`src/rtl/z80bus_sram_responder.sv`:
```
// rtl/z80bus_sram_responder.sv - Z80 bus slave driving an async 64Kx8 SRAM with wait states
// Optional write-protected low region is acked without touching the SRAM.
module z80bus_sram_responder #(
    parameter int          READ_WAIT  = 2,
    parameter int          WRITE_WAIT = 2,
    parameter logic [15:0] WP_TOP     = 16'h0000
) (
    input  logic        i_clk,
    input  logic        i_reset_n,
    input  logic [15:0] i_addr,
    input  logic [7:0]  i_dat,
    output logic [7:0]  o_dat,
    input  logic        i_we,
    input  logic        i_cs,
    output logic        o_ack,
    output logic        o_busy,
    output logic [15:0] o_sram_addr,
    output logic [7:0]  o_sram_dq,
    output logic        o_sram_dq_oe,
    input  logic [7:0]  i_sram_dq,
    output logic        o_sram_ce_n,
    output logic        o_sram_oe_n,
    output logic        o_sram_we_n
);

    if (READ_WAIT < 1 || READ_WAIT > 15) begin : g_bad_read_wait
        $error("READ_WAIT must be in 1..15");
    end
    if (WRITE_WAIT < 1 || WRITE_WAIT > 15) begin : g_bad_write_wait
        $error("WRITE_WAIT must be in 1..15");
    end

    localparam logic [3:0] RD_LOAD = 4'(READ_WAIT - 1);
    localparam logic [3:0] WR_LOAD = 4'(WRITE_WAIT - 1);

    typedef enum logic [2:0] {
        S_IDLE,
        S_SETUP,
        S_ACCESS,
        S_HOLD,
        S_WAITREL
    } state_t;

    state_t      state_q, state_d;
    logic [3:0]  cnt_q, cnt_d;
    logic [15:0] addr_q, addr_d;
    logic [7:0]  wdat_q, wdat_d;
    logic        we_q, we_d;
    logic        wp_q, wp_d;
    logic [7:0]  rdat_q, rdat_d;
    logic [15:0] sram_addr_q, sram_addr_d;
    logic [7:0]  sram_dq_q, sram_dq_d;
    logic        dq_oe_q, dq_oe_d;
    logic        ce_n_q, ce_n_d;
    logic        oe_n_q, oe_n_d;
    logic        we_n_q, we_n_d;
    logic        ack_q, ack_d;
    logic        busy_q, busy_d;
    logic        wp_hit;
    logic        active_d;

    // A zero WP_TOP must not produce an always-false unsigned compare.
    if (WP_TOP == 16'h0000) begin : g_no_wp
        assign wp_hit = 1'b0;
    end else begin : g_wp
        assign wp_hit = (i_addr < WP_TOP);
    end

    always_comb begin
        state_d = state_q;
        cnt_d   = cnt_q;
        addr_d  = addr_q;
        wdat_d  = wdat_q;
        we_d    = we_q;
        wp_d    = wp_q;
        rdat_d  = rdat_q;

        case (state_q)
            S_IDLE: begin
                if (i_cs) begin
                    addr_d  = i_addr;
                    wdat_d  = i_dat;
                    we_d    = i_we;
                    wp_d    = i_we && wp_hit;
                    state_d = (i_we && wp_hit) ? S_HOLD : S_SETUP;
                end
            end
            S_SETUP: begin
                if (!i_cs) begin
                    state_d = S_IDLE;
                end else begin
                    state_d = S_ACCESS;
                    cnt_d   = we_q ? WR_LOAD : RD_LOAD;
                end
            end
            S_ACCESS: begin
                if (!i_cs) begin
                    state_d = S_IDLE;
                end else if (cnt_q == 4'd0) begin
                    state_d = S_HOLD;
                    if (!we_q) begin
                        rdat_d = i_sram_dq;
                    end
                end else begin
                    cnt_d = cnt_q - 4'd1;
                end
            end
            S_HOLD: begin
                state_d = S_WAITREL;
            end
            S_WAITREL: begin
                if (!i_cs) begin
                    state_d = S_IDLE;
                end
            end
            default: begin
                state_d = S_IDLE;
            end
        endcase

        // Pin values are decoded from the next state so every output is a flop.
        active_d = ((state_d == S_SETUP) || (state_d == S_ACCESS) || (state_d == S_HOLD)) && !wp_d;
        ce_n_d   = !active_d;
        oe_n_d   = !((state_d == S_ACCESS) && !we_d);
        we_n_d   = !((state_d == S_ACCESS) && we_d);
        dq_oe_d  = active_d && we_d;
        ack_d    = (state_d == S_HOLD);
        busy_d   = (state_d != S_IDLE);

        sram_addr_d = sram_addr_q;
        sram_dq_d   = sram_dq_q;
        if (state_d == S_SETUP) begin
            sram_addr_d = addr_d;
            if (we_d) begin
                sram_dq_d = wdat_d;
            end
        end
    end

    always_ff @(posedge i_clk or negedge i_reset_n) begin
        if (!i_reset_n) begin
            state_q     <= S_IDLE;
            cnt_q       <= 4'd0;
            addr_q      <= 16'h0000;
            wdat_q      <= 8'h00;
            we_q        <= 1'b0;
            wp_q        <= 1'b0;
            rdat_q      <= 8'h00;
            sram_addr_q <= 16'h0000;
            sram_dq_q   <= 8'h00;
            dq_oe_q     <= 1'b0;
            ce_n_q      <= 1'b1;
            oe_n_q      <= 1'b1;
            we_n_q      <= 1'b1;
            ack_q       <= 1'b0;
            busy_q      <= 1'b0;
        end else begin
            state_q     <= state_d;
            cnt_q       <= cnt_d;
            addr_q      <= addr_d;
            wdat_q      <= wdat_d;
            we_q        <= we_d;
            wp_q        <= wp_d;
            rdat_q      <= rdat_d;
            sram_addr_q <= sram_addr_d;
            sram_dq_q   <= sram_dq_d;
            dq_oe_q     <= dq_oe_d;
            ce_n_q      <= ce_n_d;
            oe_n_q      <= oe_n_d;
            we_n_q      <= we_n_d;
            ack_q       <= ack_d;
            busy_q      <= busy_d;
        end
    end

    assign o_dat        = rdat_q;
    assign o_ack        = ack_q;
    assign o_busy       = busy_q;
    assign o_sram_addr  = sram_addr_q;
    assign o_sram_dq    = sram_dq_q;
    assign o_sram_dq_oe = dq_oe_q;
    assign o_sram_ce_n  = ce_n_q;
    assign o_sram_oe_n  = oe_n_q;
    assign o_sram_we_n  = we_n_q;

endmodule

```
`config.mk`:
```
export PLATFORM = sky130hd
export DESIGN_NAME = z80bus_sram_responder
export DESIGN_NICKNAME = d
export VERILOG_FILES = /design/src/rtl/z80bus_sram_responder.sv
export SDC_FILE = /design/constraint.sdc
export NUM_CORES = 1
export LEC_CHECK = 0
export ABC_AREA = 0
export BUFFER_PORTS_ARGS = -buffer_cell sky130_fd_sc_hd__buf_2
export CAP_MARGIN = 20
export CORE_UTILIZATION = 50
export CTS_CLUSTER_SIZE = 24
export DETAILED_ROUTE_END_ITERATION = 6
export GPL_TIMING_DRIVEN = 0
export MAX_ROUTING_LAYER = met4
export PLACE_DENSITY = 0.82
export SYNTH_ARGS = -nofsm -noshare
export SYNTH_HDL_FRONTEND = slang
export SYNTH_SLANG_ARGS = --single-unit
```
`constraint.sdc`:
```
create_clock -name i_clk -period 4.4 [get_ports i_clk]
set_input_delay 0.44 -clock i_clk [delete_from_list [all_inputs] [get_ports i_clk]]
set_output_delay 0.44 -clock i_clk [all_outputs]
set_load 0.01 [all_outputs]
```
==> results.txt <==
- Share of the clock period used by the worst path after layout: 0.407
- In this run, post-CTS repair resized a total of 0 instances.
- IR analysis of the VDD net gives a maximum drop of 0.378 mV.
* Layout overhead on the synthesized area: 29.4%
* Pins over their slew limit: 0
* Synthesized area per cell: 11.5 um2
- Global routing finished with a remaining overflow of 0.
- Largest area contributor in the synthesized netlist: sky130_fd_sc_hd__dfrtp_1
- In this run the post-CTS setup repair buffer count came out at 0.
- The first detailed-routing pass ran for 4 iterations.
- For the worst setup path, the data required time is 4580 ps.
* Delay of the slowest critical-path stage: 410 ps
- Clock tree from TritonCTS: done
- Power density normalized to cell area: 664 nW/um2
- For this run, global-route usage on met2 was measured as 0.322.
- DRT Wirelength: about 3500 um
- For this design the top-level I/O count stands at 74.
* Busiest layer in global routing: met2
* Worst path cell trace: inv_1 -> ha_1 -> nand4bb_1 -> nand2b_2 -> nor2_4 -> mux2_2
* DRC: 0
- In the final routed layout, each cell accounts on average for 11.9 um.
- Total number of clock tree sinks: 47
* Routability congestion estimate: 0.740
- The setup path with the least slack is of type flip-flop to flip-flop.
* Launching point of the worst reg2reg path: cnt_q[0]
- At the end of the flow, the number of nets in the layout was 286.
- Core Box Area: 3660 um2
- The number of clock buffers added by TritonCTS is 5.
- In this run, the number of DRC markers left after iteration 0 of detailed routing was 64.
- Post-route setup TNS: 0 ps
- Classification of the worst-slack hold path: primary input to asynchronous set/reset pin
* Launching element type of the critical path: flip-flop
- Most used flip-flop cell after synthesis: sky130_fd_sc_hd__dfrtp_1
* Library cell used as clock root buffer: sky130_fd_sc_hd__clkbuf_8
* Proportion of netlist area held by the largest area contributor: 0.574
- Arrival @ worst endpoint: 1970 ps
* Overall die width: approximately 64 um
* Worst-Margin Slew: 547 ps
* Count of different cell masters after synthesis: 32
- The initial antenna violation count is 0.
* Critical Path Fanout Max: 8
- Clock latency at the later pin of the worst-skew pair: 300 ps
- The clock passes through at most 2 buffers.
- Number of enable flip-flop cells after synthesis: 0
- Clock slew at the register clock pins of the worst setup and hold paths: 80 ps
- Number of vias per cell after detailed routing: 4.89
- Leakage: 1.35 nW
* Hold buffer count at cts: 0
- Overall via count from detail_route: 1452
* Global routing usage on met3: 0.0375
* H-tree level count: 2
- The flow ran to the end, and the final reports show no timing, DRC or antenna violations.
- Total Routing Usage GR: 0.200
* Yosys reg bits: 47
* Leading cell types by total area after synthesis: sky130_fd_sc_hd__dfrtp_1 (57%), sky130_fd_sc_hd__nand2_1 (11%), sky130_fd_sc_hd__mux2_2 (6.5%), sky130_fd_sc_hd__dfstp_2 (4.1%), sky130_fd_sc_hd__mux2_1 (2.9%)
- Number of standard cells after synthesis: 167
- Die outline area: 4090 um2
- Leaving out fill and tap cells, the most frequent cell in the layout is sky130_fd_sc_hd__buf_2.
* Category of the worst setup path capture point: flip-flop
- In this run the tool buffered the top-level ports with 73 buffer cells.
- For this design, the slowest cell found on the critical path is sky130_fd_sc_hd__dfrtp_1.
* Endpoints failing hold: 0
- The synthesized netlist occupies a cell area of 1920 um2.
- Vias in the first global route: 1411
- Number of antenna diodes: 0
* Worst Skew: around 11 ps
- Entering global routing, the biggest net connects 48 pins.
* Share of post-route cells with drive strength above 1: 0.454
- The initialized floorplan defines 22 standard-cell rows.
* Wire length of the first global-routing pass: 5960 um
- Ys Warns: 0
* Height of the chip: 63.9 um
* Share of the yosys chip area belonging to registers: 0.615
* Fin util: 0.678
- Together, buffers and inverters on the worst path number 1.
- Net count after synthesis: 205
- Filler Cell Count: 289
* Min cycle time layout: ~1800 ps
* Highest achievable clock rate: 0.559 GHz
- After synthesis, the share of flip-flops with an asynchronous set or reset is 1.00.
* Worst slew margin relative to its limit: 0.636
- Across the run, the number of max-cap violations was 0.
- For this run, global-route usage on met1 was measured as 0.240.
* RSZ-0062 raised after global routing: no
* Largest delay contributor family on the critical path: simple AND/OR/NAND/NOR gates
- The most critical setup path has its startpoint at cnt_q[0].
* Initial cell density of the core: 0.524
- Post-DRT Antenna Nets: 0
- Top library cells by usage in the layout, fill and taps aside: sky130_fd_sc_hd__buf_2 (80), sky130_fd_sc_hd__nand2_1 (56), sky130_fd_sc_hd__dfrtp_1 (44), sky130_fd_sc_hd__mux2_2 (11)
- Half-perimeter wire length of the detailed placement result: 2670 um
- Register-to-register setup slack: 2610 ps
- Finish-stage setup viols: 0
==> flip-flops by register name (all words and copies together) (netlist names) <==
| signal | cells |
|---|---|
| o_sram_addr | 16 |
| o_dat | 8 |
| o_sram_dq | 8 |
| cnt_q | 4 |
| state_q | 3 |
| o_ack | 1 |
| o_busy | 1 |
| o_sram_ce_n | 1 |
| o_sram_dq_oe | 1 |
| o_sram_oe_n | 1 |
| o_sram_we_n | 1 |
| we_q | 1 |
| wp_q | 1 |
==> worst reg2reg max path, stage by stage (launching register included) <==
cell                        delay [ps]
sky130_fd_sc_hd__dfrtp_1           410
sky130_fd_sc_hd__inv_1              90
sky130_fd_sc_hd__ha_1              150
sky130_fd_sc_hd__nand4bb_1         160
sky130_fd_sc_hd__nand2b_2          280
sky130_fd_sc_hd__nor2_4            220
sky130_fd_sc_hd__mux2_2            370
==> cell usage after synthesis (all sizes together), types with 2 or more instances <==
master,instances
buf,8
mux2,16
nand3,3
a21oi,3
and2,3
inv,4
dfstp,3
nand2,57
nor2,3
ha,2
dfrtp,44
o21ai,5
or3,3
==> final timing paths <==
kind	end	cells after the start
worst max-delay path	o_dat[2]	6
worst min-delay path	o_sram_dq[6]	1
worst max register to register	o_dat[2]	6
worst min register to register	o_sram_addr[2]	2
max in group asynchronous	o_dat[2]	2
min in group i_clk	o_sram_addr[7]	3
==> per-stage QoR <==
stage	power (mW)	setup WS [ps]	hold slack, ps	std cells	cell area, um2
after CTS	1.66	2600	317	296	2450
after floorplan	1.10	2770	144	167	1920
after global placement	1.32	2640	454	288	2340
after global routing	1.77	2480	156	297	2480
after detailed placement	1.35	2610	459	288	2340
final	1.65	2610	121	297	2480
==> routing by layer <==
layer / vias to the layer above / wire length, um
met2: 50 / 1710
met3: 8 / 164
met1: 691 / 1580
li1: 703 / -
met4: 0 / 70
met5: - / 0
==> report_power, final <==
part | switching (mW) | internal (mW)
registers | 0.0961 | 0.620
clock network | 0.137 | 0.169
logic | 0.339 | 0.285
==> kinds of logic after synthesis <==
| kind of cell | synth area share |
|---|---|
| AOI/OAI and AO/OA | 0.0313 |
| xor gates and xnor gates | 0.00848 |
| adders and majority gates | 0.0130 |
| buffers and inverters | 0.0300 |
| DFF | 0.615 |
| muxes | 0.0939 |
| and+or+nand+nor | 0.208 |
==> cell type report <==
cell class | instances | area, um2 | share of cell area
multi-input cells | 108 | 681 | 0.274
well taps | 48 | 60.1 | 0.0242
flip-flops and latches | 47 | 1180 | 0.476
clock buffers | 6 | 72.6 | 0.0292
repair buffers | 74 | 393 | 0.158
inverters | 4 | 15.0 | 0.00605
plain buffers | 8 | 42.5 | 0.0171
clock inverters | 2 | 37.5 | 0.0151
Note: power is estimated with default switching activity, not from simulation.
